**src/rtl/clock_pkg.sv**
```systemverilog
// Shared constants for the divided-clock tick receiver.
//   N_CLK / CNT_W       default channel count and period counter width
//   CH_*                channel index of each divided clock
//   EXP_PERIOD_DEFAULT  expected period per channel in master_clk cycles,
//                       channel i at bits [i*CNT_W +: CNT_W]
package clock_pkg;

    localparam int unsigned N_CLK = 5;
    localparam int unsigned CNT_W = 24;

    localparam int unsigned CH_SHIP       = 0;
    localparam int unsigned CH_PROJECTILE = 1;
    localparam int unsigned CH_ALIEN      = 2;
    localparam int unsigned CH_COOLDOWN   = 3;
    localparam int unsigned CH_25MHZ      = 4;

    // Periods assume a 100 MHz master_clk.
    localparam logic [N_CLK*CNT_W-1:0] EXP_PERIOD_DEFAULT = {
        24'd4,          // CH_25MHZ
        24'd2_000_000,  // CH_COOLDOWN
        24'd1_000_000,  // CH_ALIEN
        24'd250_000,    // CH_PROJECTILE
        24'd500_000     // CH_SHIP
    };

endpackage

```
**src/rtl/tick_channel.sv**
```systemverilog
// One divided-clock channel of the tick receiver.
// Synchronises an asynchronous clock level, emits a one-cycle tick per qualified
// rising edge, measures the edge-to-edge period and flags dead or off-rate input.
// Ports:
//   clk_i       master clock
//   rst_i       asynchronous active-high reset
//   clk_in_i    divided clock, asynchronous level
//   clr_err_i   clears rate_err_o unless a new error arrives in the same cycle
//   tick_o      one-cycle strobe per rising edge
//   alive_o     channel has ticked since the last counter saturation
//   rate_err_o  sticky off-rate / dead-channel flag
//   period_o    last compared period in master_clk cycles
module tick_channel #(
    parameter int unsigned      CNT_W      = 24,
    parameter logic [CNT_W-1:0] EXP_PERIOD = '0,
    parameter int unsigned      TOL        = 2
) (
    input  logic             clk_i,
    input  logic             rst_i,
    input  logic             clk_in_i,
    input  logic             clr_err_i,
    output logic             tick_o,
    output logic             alive_o,
    output logic             rate_err_o,
    output logic [CNT_W-1:0] period_o
);

    localparam logic [CNT_W-1:0] CntMax   = '1;
    localparam logic [CNT_W-1:0] CntMaxM1 = CntMax - CNT_W'(1);
    localparam logic [CNT_W:0]   TolW     = (CNT_W+1)'(TOL);

    logic             s1_q, s2_q, s3_q;
    logic [1:0]       prime_q, prime_d;
    logic             armed_q, armed_d;
    logic             tick_q, tick_d;
    logic [CNT_W-1:0] cnt_q, cnt_d;
    logic             valid_q, valid_d;
    logic             skip_q, skip_d;
    logic [CNT_W-1:0] period_q, period_d;
    logic             alive_q, alive_d;
    logic             rate_err_q, rate_err_d;

    logic             edge_det;
    logic             sat_evt;
    logic [CNT_W-1:0] measured;
    logic [CNT_W:0]   meas_ext, exp_ext, diff;
    logic             off_rate;
    logic             new_err;

    always_comb begin
        // prime_q[1] marks that s2 holds a real input sample rather than its reset
        // value, so a level already high at reset release cannot arm the channel.
        prime_d  = {prime_q[0], 1'b1};
        armed_d  = armed_q | (prime_q[1] & ~s2_q);
        edge_det = armed_q & s2_q & ~s3_q;
        tick_d   = edge_det;

        measured = (cnt_q == CntMax) ? CntMax : cnt_q + CNT_W'(1);
        // Fires once, on the edge where the counter reaches all-ones.
        sat_evt  = ~edge_det & (cnt_q == CntMaxM1);

        if (edge_det) begin
            cnt_d = '0;
        end else if (cnt_q == CntMax) begin
            cnt_d = cnt_q;
        end else begin
            cnt_d = cnt_q + CNT_W'(1);
        end

        // One extra bit so the absolute difference cannot wrap.
        meas_ext = {1'b0, measured};
        exp_ext  = {1'b0, EXP_PERIOD};
        diff     = (meas_ext >= exp_ext) ? (meas_ext - exp_ext) : (exp_ext - meas_ext);
        off_rate = diff > TolW;

        valid_d  = valid_q;
        skip_d   = skip_q;
        period_d = period_q;
        alive_d  = alive_q;
        new_err  = 1'b0;

        if (edge_det) begin
            alive_d = 1'b1;
            skip_d  = 1'b0;
            if (!valid_q) begin
                valid_d = 1'b1;
            end else if (!skip_q) begin
                period_d = measured;
                new_err  = off_rate;
            end
        end else if (sat_evt) begin
            alive_d = 1'b0;
            if (valid_q) begin
                new_err = 1'b1;
                // The interval spanning the dead period is meaningless.
                skip_d  = 1'b1;
            end
        end

        if (new_err) begin
            rate_err_d = 1'b1;
        end else if (clr_err_i) begin
            rate_err_d = 1'b0;
        end else begin
            rate_err_d = rate_err_q;
        end
    end

    always_ff @(posedge clk_i or posedge rst_i) begin
        if (rst_i) begin
            s1_q       <= 1'b0;
            s2_q       <= 1'b0;
            s3_q       <= 1'b0;
            prime_q    <= '0;
            armed_q    <= 1'b0;
            tick_q     <= 1'b0;
            cnt_q      <= '0;
            valid_q    <= 1'b0;
            skip_q     <= 1'b0;
            period_q   <= '0;
            alive_q    <= 1'b0;
            rate_err_q <= 1'b0;
        end else begin
            s1_q       <= clk_in_i;
            s2_q       <= s1_q;
            s3_q       <= s2_q;
            prime_q    <= prime_d;
            armed_q    <= armed_d;
            tick_q     <= tick_d;
            cnt_q      <= cnt_d;
            valid_q    <= valid_d;
            skip_q     <= skip_d;
            period_q   <= period_d;
            alive_q    <= alive_d;
            rate_err_q <= rate_err_d;
        end
    end

    assign tick_o     = tick_q;
    assign alive_o    = alive_q;
    assign rate_err_o = rate_err_q;
    assign period_o   = period_q;

endmodule

```
**src/rtl/clock_tick_receiver.sv**
```systemverilog
// Receiving end of the divided-clock outputs. Each divided clock becomes a
// one-cycle tick in the master_clk domain, with period measurement and health flags.
// Ports:
//   master_clk       sole clock
//   RESET_debounced  asynchronous active-high reset
//   clk_in           divided clocks, asynchronous levels
//   clr_err          pulse clearing all rate_err bits
//   sel              channel select for period readback
//   tick             one-cycle strobe per channel rising edge
//   alive            channel has ticked since its last counter saturation
//   rate_err         sticky off-rate flags
//   period_out       last valid period of channel sel (one-cycle latency, 0 if sel out of range)
module clock_tick_receiver #(
    parameter int unsigned              N_CLK      = clock_pkg::N_CLK,
    parameter int unsigned              CNT_W      = clock_pkg::CNT_W,
    parameter logic [N_CLK*CNT_W-1:0]   EXP_PERIOD = clock_pkg::EXP_PERIOD_DEFAULT,
    parameter int unsigned              TOL        = 2,
    localparam int unsigned             SEL_W      = (N_CLK > 1) ? $clog2(N_CLK) : 1
) (
    input  logic             master_clk,
    input  logic             RESET_debounced,
    input  logic [N_CLK-1:0] clk_in,
    input  logic             clr_err,
    input  logic [SEL_W-1:0] sel,
    output logic [N_CLK-1:0] tick,
    output logic [N_CLK-1:0] alive,
    output logic [N_CLK-1:0] rate_err,
    output logic [CNT_W-1:0] period_out
);

    logic [CNT_W-1:0] period_reg [N_CLK];
    logic [CNT_W-1:0] period_out_d;

    for (genvar i = 0; i < N_CLK; i++) begin : g_ch
        tick_channel #(
            .CNT_W      (CNT_W),
            .EXP_PERIOD (EXP_PERIOD[i*CNT_W +: CNT_W]),
            .TOL        (TOL)
        ) u_ch (
            .clk_i      (master_clk),
            .rst_i      (RESET_debounced),
            .clk_in_i   (clk_in[i]),
            .clr_err_i  (clr_err),
            .tick_o     (tick[i]),
            .alive_o    (alive[i]),
            .rate_err_o (rate_err[i]),
            .period_o   (period_reg[i])
        );
    end

    always_comb begin
        period_out_d = '0;
        if (32'(sel) < N_CLK) begin
            period_out_d = period_reg[sel];
        end
    end

    always_ff @(posedge master_clk or posedge RESET_debounced) begin
        if (RESET_debounced) begin
            period_out <= '0;
        end else begin
            period_out <= period_out_d;
        end
    end

endmodule

```
**config.mk**
```make
export PLATFORM = sky130hd
export DESIGN_NAME = clock_tick_receiver
export DESIGN_NICKNAME = d
export VERILOG_FILES = /design/src/rtl/clock_pkg.sv /design/src/rtl/tick_channel.sv /design/src/rtl/clock_tick_receiver.sv
export SDC_FILE = /design/constraint.sdc
export NUM_CORES = 1
export LEC_CHECK = 0
export BUFFER_PORTS_ARGS = -buffer_cell sky130_fd_sc_hd__clkbuf_2
export CAP_MARGIN = 20
export CORE_AREA = 2 2 291 293
export DETAILED_ROUTE_END_ITERATION = 10
export DIE_AREA = 0 0 293 295
export PLACE_DENSITY_LB_ADDON = 0.05
export SLEW_MARGIN = 20
export SYNTH_ARGS = -nofsm -noshare
export SYNTH_HDL_FRONTEND = slang
export SYNTH_SLANG_ARGS = --single-unit
export TNS_END_PERCENT = 100
```
**constraint.sdc**
```tcl
create_clock -name master_clk -period 9 [get_ports master_clk]
set_input_delay 0.45 -clock master_clk [delete_from_list [all_inputs] [get_ports master_clk]]
set_output_delay 0.45 -clock master_clk [all_outputs]
set_load 0.005 [all_outputs]
```
==> results of run 1 <==
## area by class of cell
cell class                 count  area, um^2
sequential                   311        7780
clock inverter                17         183
multi-input combinational   1926       11900
clock buffer                  63        1270
tap                         1080        1350
fill                        8990       59700
timing repair buffer          94         611
inverter                      86         327
## layer usage
metal	global-route usage [%]	part of all wire (%)	up-vias
li1	-	-	8992
met1	25.9	47	9379
met2	30.8	47	448
met3	2.24	3.7	103
met4	5.40	2.6	0
met5	0	0	-
## power by group through the flow
stage          clock network [uW]  logic [uW]  registers [uW]
6_report                     1780         972            1700
5_1_grt                      1920        1090            1720
4_1_cts                      1860         985            1700
3_5_place_dp                    0         979            1730
3_3_place_gp                    0         991            1720
2_1_floorplan                   0         757            1590
## cell families (layout without fill, tap and decap cells)
kind of cell             after synthesis  count (layout)  synth area share, %
adder cells (fa/ha/maj)               35              35                 2.11
flip-flops                           311             311                 37.5
XOR/XNOR                             142             142                 6.03
other                                  1               1               0.0181
AO/OA/AOI/OAI                        587             587                 18.2
AND/OR/NAND/NOR                     1105            1105                 26.8
buffers and inverters                255             260                 5.11
multiplexers                          56              56                 4.19
## path summary, 6_finish.rpt
| path | depth (start not counted) | start | slack [ns] | end |
|---|---|---|---|---|
| hold / removal | 0 | g_ch[4].u_ch.s1_q | 0.35 | g_ch[4].u_ch.s2_q |
| max in group asynchronous | 5 | RESET_debounced | 6.81 | g_ch[0].u_ch.rate_err_o |
| min in group asynchronous | 3 | RESET_debounced | 0.40 | g_ch[2].u_ch.tick_o |
| hold reg to reg | 0 | g_ch[4].u_ch.s1_q | 0.35 | g_ch[4].u_ch.s2_q |
| setup reg to reg | 16 | g_ch[2].u_ch.cnt_q[1] | 3.11 | g_ch[2].u_ch.rate_err_o |
| setup / recovery | 16 | g_ch[2].u_ch.cnt_q[1] | 3.11 | g_ch[2].u_ch.rate_err_o |
## Yosys cell counts (all sizes together), types with 23 or more instances
master / number
xnor2: 89
mux2i: 25
a31oi: 39
ha: 35
xor2: 53
mux4: 24
a21oi: 139
dfrtp: 311
nand3: 116
and3: 39
clkbuf: 120
and2: 31
nand2: 244
or3: 25
nor2b: 23
buf: 49
and4: 24
inv: 84
nor2: 316
nor4: 57
o21ai: 169
nor3: 77
nand4: 73
## through the flow
| step | util, % | std cells | setup slack, ns | hold WS (ns) | instance area [um^2] |
|---|---|---|---|---|---|
| finish | 28.2 | 3577 | 3.11 | 0.346 | 23400 |
| global route | 28.2 | 3577 | 2.56 | 0.358 | 23400 |
| CTS | 28.2 | 3577 | 3.13 | 0.348 | 23400 |
| detailed placement | 26.4 | 3491 | 3.15 | 0.335 | 21900 |
| global placement | 26.4 | 3491 | 3.31 | 0.336 | 21900 |
| floorplan | - | 2492 | 4.41 | 0.331 | 20700 |
## flip-flops by register name (all words and copies together) (netlist names)
| name | cells |
|---|---|
| g_ch.u_ch.tick_o | 5 |
| g_ch.u_ch.s1_q | 5 |
| g_ch.u_ch.s2_q | 5 |
| g_ch.u_ch.period_o | 120 |
| g_ch.u_ch.cnt_q | 120 |
| g_ch.u_ch.valid_q | 5 |
| g_ch.u_ch.alive_o | 5 |
| g_ch.u_ch.rate_err_o | 5 |
| period_out | 24 |
| g_ch.u_ch.armed_q | 5 |
| g_ch.u_ch.prime_q | 2 |
| g_ch.u_ch.s3_q | 5 |
| g_ch.u_ch.skip_q | 5 |
## repair_timing
action | in CTS | in global routing
gates resized for setup | 0 | 0
endpoints found under the hold margin | 20 | 0
hold buffers | 6 | 0
==> results.sh, run 1 <==
export IMPL_max_stage_delay_ns=0.74
export IMPL_crit_chain="ha_1 > nand3_1 > nor4_2 > nand2_1 > and2_1 > ha_1 > nand3_1 > o21ai_0 > o22ai_1 > xor2_1 > and3_1 > o21ai_0 > a2111oi_0 > o2111ai_1 > a2111oi_0 > a21oi_1"
export IMPL_dr_pass1_iters=5
export IMPL_critPathBufInv=0
export IMPL_synthTopCellsByArea="dfrtp_1, nor2_1, nand2_1, o21ai_0, xnor2_1"
export IMPL_overflow=0
export IMPL_synth_warning_count=0
export IMPL_drc=0
export IMPL_post_cts_buffers=0
export IMPL_synth_seq_area_share_pct=37.5
export IMPL_synth_top_cell_by_area="dfrtp_1"
export IMPL_synth_net_count=2538
export IMPL_ios=50
export IMPL_tightest_slew_ns=1.08
export IMPL_clkTransAtPathRegs_ns=0.06
export IMPL_die_height_um=295
export IMPL_num_rows=106
export IMPL_grt_max_degree=161
export IMPL_drive_gt1_share_pct=9.93
export IMPL_period_minus_slack_ns=5.89
export IMPL_vias=18900
export IMPL_track_usage_pct=18.8
export IMPL_synth_seq_cells=311
export IMPL_combPwrFrac_pct=21.8
export IMPL_tritoncts="done"
export IMPL_cpMaxStageDelayCell="nor4_2"
export IMPL_netlist_area_um2=20700
export IMPL_crit_family="simple AND/OR/NAND/NOR gates"
export IMPL_clkLatencyLatePin_ns=0.60
export IMPL_critical_path_arrival_ns=6.33
export IMPL_drtIter0Drc=1427
export IMPL_cp_end_kind="flop"
export IMPL_gp_congestion=0.860
export IMPL_synth_edf_count=0
export IMPL_rsz0062_at_grt="no"
export IMPL_via_per_inst=5.29
export IMPL_nNetsFinal=2509
export IMPL_seqPwrFrac_pct=38.2
export IMPL_fp_coreArea_um2=83200
export IMPL_wl_per_cell_um=22.7
export IMPL_tns_ns=0
export IMPL_clockPowerShare_pct=40.0
export IMPL_dpl_hpwl_mm=61.3
export IMPL_cts_buffer_depth=3
export IMPL_power_per_cell_area_nw_per_um2=190
export IMPL_outcome="complete, no violations"
export IMPL_swShare_pct=34.5
export IMPL_hold_viol=0
export IMPL_setup_viol=0
export IMPL_ant_nets=0
export IMPL_drv_cap=0
export IMPL_netlist_instances=2492
export IMPL_avgSynthCellArea_um2=8.32
export IMPL_start_kind="flop"
export IMPL_numCtsBuffers=44
export IMPL_die_width_um=293
export IMPL_start_util_pct=24.9
export IMPL_cp_max_fo=16
export IMPL_htreeDepth=2
export IMPL_die_area_um2=86400
export IMPL_netlist_area_leader_share_pct=37.5
export IMPL_port_buffers=49
export IMPL_fin_crit_sh_pct=65.5
export IMPL_hold_path_class="reg2reg"
export IMPL_async_flop_share_pct=100
export IMPL_worst_ep_required_time_ns=9.44
export IMPL_routed_wl_mm=81.3
export IMPL_ys_flop_type="dfrtp_1"
export IMPL_power_uw=4460
export IMPL_cellInternalPower_uw=2920
export IMPL_power_leakage_uw=0.00974
export IMPL_layout_cells_most_common="nor2_1"
export IMPL_grt_antenna_before_repair=2
export IMPL_finalMaxSlewViolations=0
export IMPL_fmax_ghz=0.170
export IMPL_area_growth_pct=13.1
export IMPL_finClkSkew_ns=0.0207
export IMPL_path_class="reg2reg"
export IMPL_post_synth_num_cell_types=94
export IMPL_vdd_drop_max_uv=123
export IMPL_clkSinkCount=311
export IMPL_cts_root_buf="clkbuf_16"
export IMPL_insertedDiodeCount=0
export IMPL_layout_common_cells="nor2_1, dfrtp_1, nand2_1"
export IMPL_grt_pass1_wl_mm=124
export IMPL_grt_pass1_vias=18700
export IMPL_slew_headroom_pct=27.7
export IMPL_power_net_switching_uw=1540
Note: power is estimated with default switching activity, not from simulation.
==> run 2: changes to the inputs <==
Clock period 9 ns to 5.84 ns, I/O delays scaled along.
==> run 2 against run 1 <==
- utilization is 0.27 points higher
- via count is 0.62% higher
- clock power is 60% higher
- largest power group unchanged
- sequential share of layout area is 0.31 points lower
- critical endpoint is now g_ch[0].u_ch.rate_err_o
==> results.sh, run 2 (synthesized netlist as in run 1, its figures left out) <==
export IMPL_gp_congestion=0.863
export IMPL_dpl_hpwl_mm=62.0
export IMPL_drv_cap=0
export IMPL_grt_max_degree=123
export IMPL_max_stage_delay_ns=0.51
export IMPL_fp_coreArea_um2=83200
export IMPL_grt_pass1_wl_mm=124
export IMPL_port_buffers=49
export IMPL_regToRegSetupSlack_ns=0.58
export IMPL_drtIter0Drc=1345
export IMPL_period_minus_slack_ns=5.26
export IMPL_r2r_end="g_ch[0].u_ch.rate_err_o"
export IMPL_crit_chain="ha_1 > nand3_1 > buf_4 > nor3_1 > and3_1 > nor2_1 > ha_1 > a22oi_1 > o221a_2 > nand2b_1 > o21a_1 > nand2_1 > o2111ai_1 > a2111oi_0 > o2111ai_1 > nor4_1 > a31oi_1"
export IMPL_post_cts_buffers=0
export IMPL_hold_path_class="in2reg"
export IMPL_hold_path_end="period_out[6]"
export IMPL_drive_gt1_share_pct=10.8
export IMPL_slew_headroom_pct=27.7
export IMPL_die_height_um=295
export IMPL_start_util_pct=24.9
export IMPL_setup_slack_ns=0.576
export IMPL_numCtsBuffers=42
export IMPL_rsz0062_at_grt="no"
export IMPL_track_usage_pct=18.6
export IMPL_cts_resized=0
export IMPL_critical_path_arrival_ns=5.70
export IMPL_place_ws_ns=0.712
export IMPL_reg2reg_from="g_ch[0].u_ch.cnt_q[0]"
export IMPL_insertedDiodeCount=0
export IMPL_nNetsFinal=2529
export IMPL_cts_root_buf="clkbuf_16"
export IMPL_power_leakage_uw=0.00985
export IMPL_tns_ns=0
export IMPL_finalMaxSlewViolations=0
export IMPL_cts_hold_buf=6
export IMPL_die_width_um=293
export IMPL_fillers=8861
export IMPL_num_rows=106
export IMPL_setup_viol=0
export IMPL_grt_antenna_before_repair=2
export IMPL_worst_ep_required_time_ns=6.28
export IMPL_cp_end_kind="flop"
export IMPL_cpMaxStageDelayCell="dfrtp_1"
export IMPL_die_area_um2=86400
export IMPL_tritoncts="done"
export IMPL_cts_buffer_depth=3
export IMPL_ant_nets=0
export IMPL_vias=19000
export IMPL_routed_wl_mm=81.4
export IMPL_cp_max_fo=12
export IMPL_grt_pass1_vias=18900
export IMPL_fin_crit_sh_pct=90.1
export IMPL_hold_viol=0
export IMPL_layout_cells_most_common="nor2_1"
export IMPL_hold_depth=2
export IMPL_ios=50
export IMPL_power_per_cell_area_nw_per_um2=296
export IMPL_via_per_inst=5.29
export IMPL_wl_per_cell_um=22.6
export IMPL_dr_pass1_iters=6
export IMPL_start_kind="flop"
export IMPL_ff2ff_path_depth=17
export IMPL_area_growth_pct=14.1
export IMPL_clkLatencyLatePin_ns=0.58
export IMPL_layout_common_cells="nor2_1, dfrtp_1, nand2_1"
export IMPL_clkSinkCount=311
export IMPL_hold_start="sel[2]"
export IMPL_overflow=0
export IMPL_outcome="complete, no violations"
export IMPL_htreeDepth=2
export IMPL_drc=0
export IMPL_path_class="reg2reg"
export IMPL_fmax_ghz=0.190
export IMPL_clkTransAtPathRegs_ns=0.06
export IMPL_vdd_drop_max_uv=202
export IMPL_finClkSkew_ns=0.0227
export IMPL_tightest_slew_ns=1.08
-- run 2: area by class of cell --
cell class	count	area, um^2	area share [%]
clock buffer	60	1230	5.20
clock inverter	18	279	1.18
inverter	86	327	1.38
multi-input combinational	1926	11900	50.4
sequential	311	7780	32.9
tap	1080	1350	5.71
timing repair buffer	116	776	3.28
-- run 2: worst max path at each step --
stage,startpoint,endpoint,slack [ns]
detailed placement,g_ch[0].u_ch.cnt_q[0],g_ch[0].u_ch.rate_err_o,0.71
global route,g_ch[3].u_ch.cnt_q[1],g_ch[3].u_ch.rate_err_o,0.23
floorplan,g_ch[1].u_ch.cnt_q[1],g_ch[1].u_ch.rate_err_o,1.25
CTS,g_ch[0].u_ch.cnt_q[0],g_ch[0].u_ch.rate_err_o,0.68
global placement,g_ch[0].u_ch.cnt_q[0],g_ch[0].u_ch.rate_err_o,0.77
finish,g_ch[0].u_ch.cnt_q[0],g_ch[0].u_ch.rate_err_o,0.58
-- run 2: where the power goes --
part	leakage (uW)	total (uW)	internal (uW)	switching, uW
combinational	0.00507	1550	572	975
clock	0.000724	2840	1740	1100
sequential	0.00406	2620	2330	292
total	0.00985	7000	4640	2360
-- run 2: stage by stage --
| stage | area, um^2 | utilization, % | instances | hold slack [ns] | power [uW] |
|---|---|---|---|---|---|
| 2_1_floorplan | 20700 | - | 2492 | 0.323 | 3620 |
| 3_3_place_gp | 22100 | 26.6 | 3513 | 0.332 | 4220 |
| 3_5_place_dp | 22100 | 26.6 | 3513 | 0.340 | 4200 |
| 4_1_cts | 23700 | 28.5 | 3597 | 0.297 | 7140 |
| 5_1_grt | 23700 | 28.5 | 3597 | 0.336 | 7400 |
| 6_report | 23700 | 28.5 | 3597 | 0.319 | 7000 |
-- run 2: critical path, delay by kind of cell, from the launching register on --
family / cells / cell delay [ns]
AOI/OAI and AO/OA: 7 / 1.73
DFF: 1 / 0.51
buffers and inverters: 1 / 0.21
adders and majority gates: 2 / 0.68
and+or+nand+nor: 7 / 1.97
-- run 2: routing by layer --
metal  wire length [um]  GRT usage, %  up-vias
met5                  0             0        -
met4               1450          4.09        0
met3               2820          2.01       76
met2              38700          31.3      422
met1              38300          25.7     9512
li1                   -             -     9030
==> run 3: changes to the inputs <==
Settings changed: PLACE_DENSITY_LB_ADDON 0.05 to default.
==> run 3 against run 2 <==
- die area did not move
- sequential share of layout area increased by 0.27 points
- hold slack worse by 0.0074 ns
- via count is essentially flat
- utilization is 0.23 points lower
- worst setup slack worse by 0.080 ns
- combinational power down 5%
- clock skew increased by 0.0029 ns
- fmax down 1.5%
- critical path type unchanged
==> results.sh, run 3 (synthesized netlist as in run 1, its figures left out) <==
export IMPL_cts_resized=0
export IMPL_nNetsFinal=2509
export IMPL_wl_per_cell_um=18.9
export IMPL_hold_viol=0
export IMPL_slew_headroom_pct=25.5
export IMPL_finalMaxSlewViolations=0
export IMPL_grt_max_degree=168
export IMPL_power_leakage_uw=0.00975
export IMPL_fin_cells=3574
export IMPL_dpl_hpwl_mm=50.3
export IMPL_cp_max_fo=15
export IMPL_tns_ns=0
export IMPL_outcome="complete, no violations"
export IMPL_overflow=0
export IMPL_gp_congestion=0.940
export IMPL_cts_root_buf="clkbuf_16"
export IMPL_rsz0062_at_grt="no"
export IMPL_drive_gt1_share_pct=10.1
export IMPL_area_growth_pct=13.2
export IMPL_start_kind="flop"
export IMPL_clkTransAtPathRegs_ns=0.06
export IMPL_max_stage_delay_ns=0.55
export IMPL_cts_hold_buf=6
export IMPL_fmax_ghz=0.187
export IMPL_die_width_um=293
export IMPL_tightest_slew_ns=1.11
export IMPL_worst_ep_required_time_ns=6.26
export IMPL_num_rows=106
export IMPL_grt_pass1_vias=17700
export IMPL_fp_coreArea_um2=83200
export IMPL_clkSinkCount=311
export IMPL_path_class="reg2reg"
export IMPL_die_height_um=295
export IMPL_period_minus_slack_ns=5.34
export IMPL_insertedDiodeCount=0
export IMPL_cts_buffer_depth=3
export IMPL_grt_pass1_wl_mm=106
export IMPL_drc=0
export IMPL_numCtsBuffers=39
export IMPL_cp_end_kind="flop"
export IMPL_grt_antenna_before_repair=0
export IMPL_tritoncts="done"
export IMPL_vdd_drop_max_uv=189
export IMPL_critPathBufInv=1
export IMPL_hold_path_class="in2reg"
export IMPL_layout_common_cells="nor2_1, dfrtp_1, nand2_1"
export IMPL_ant_nets=0
export IMPL_port_buffers=49
export IMPL_drv_cap=0
export IMPL_ios=50
export IMPL_track_usage_pct=15.3
export IMPL_placedCellCount=3495
export IMPL_drtIter0Drc=1814
export IMPL_via_per_inst=5.33
export IMPL_start_util_pct=24.9
export IMPL_htreeDepth=2
export IMPL_crit_family="compound AO/OA/AOI/OAI gates"
export IMPL_power_per_cell_area_nw_per_um2=288
export IMPL_setup_viol=0
export IMPL_routed_wl_mm=67.7
export IMPL_finClkSkew_ns=0.0256
export IMPL_dr_pass1_iters=6
export IMPL_crit_chain="ha_1 > and4_1 > and4b_1 > and2_1 > buf_4 > nor2_1 > ha_1 > o21ai_0 > o21ai_0 > nand2_1 > mux2i_1 > o31a_1 > a2111oi_0 > nand3b_1 > a2111oi_0 > a21oi_1"
export IMPL_die_area_um2=86400
export IMPL_layout_cells_most_common="nor2_1"
export IMPL_critical_path_arrival_ns=5.76
export IMPL_vias=19000
export IMPL_fin_crit_sh_pct=91.5
export IMPL_power_uw=6750
export IMPL_post_cts_buffers=0
export IMPL_cpMaxStageDelayCell="o21ai_0"
export IMPL_clkLatencyLatePin_ns=0.57
run 3: final cells by class:
class                      instances  area, um^2
sequential                       311        7780
clock buffer                      46        1030
inverter                          86         327
timing repair buffer              99         681
tap                             1080        1350
clock inverter                    26         387
fill                            8856       59700
multi-input combinational       1926       11900
run 3: worst register-to-register path, delay by kind of cell, from the launching register on:
family / cells / cell delay, ns
AOI/OAI and AO/OA: 6 / 2.20
buffers and inverters: 1 / 0.19
DFF: 1 / 0.49
and+or+nand+nor: 6 / 1.44
muxes: 1 / 0.14
adders and majority gates: 2 / 0.75
run 3: path summary, 6_finish.rpt:
check,slack (ns),to,cells past startpoint,start
setup / recovery,0.50,g_ch[3].u_ch.rate_err_o,16,g_ch[3].u_ch.cnt_q[1]
hold / removal,0.31,period_out[16],2,sel[2]
setup reg to reg,0.50,g_ch[3].u_ch.rate_err_o,16,g_ch[3].u_ch.cnt_q[1]
hold reg to reg,0.35,g_ch[0].u_ch.prime_q[1],0,g_ch[4].u_ch.prime_q[0]
max in group asynchronous,3.94,g_ch[1].u_ch.cnt_q[8],5,RESET_debounced
min in group asynchronous,0.43,g_ch[2].u_ch.cnt_q[4],3,RESET_debounced
run 3: through the flow:
stage / hold slack [ns] / utilization, % / instance area (um^2) / worst slack (ns)
after floorplan: 0.323 / - / 20700 / 1.25
after global placement: 0.332 / 26.4 / 22000 / 0.736
after detailed placement: 0.335 / 26.4 / 22000 / 0.591
after CTS: 0.280 / 28.2 / 23400 / 0.557
after global routing: 0.343 / 28.2 / 23500 / 0.0612
final: 0.311 / 28.2 / 23500 / 0.497
run 3: metal layers:
layer | GRT usage [%] | part of all wire [%] | vias up | wire (um)
met5 | 0 | 0 | - | 0
met4 | 5.28 | 3.2 | 0 | 2180
met3 | 1.52 | 5.5 | 114 | 3710
met2 | 24.7 | 46 | 648 | 31200
met1 | 21.4 | 45 | 9298 | 30600
li1 | - | - | 8984 | -
run 3: report_power, final:
group | switching (uW) | total (uW) | internal [uW]
clock | 1020 | 2700 | 1670
combinational | 920 | 1480 | 562
sequential | 242 | 2570 | 2330
total | 2190 | 6750 | 4560
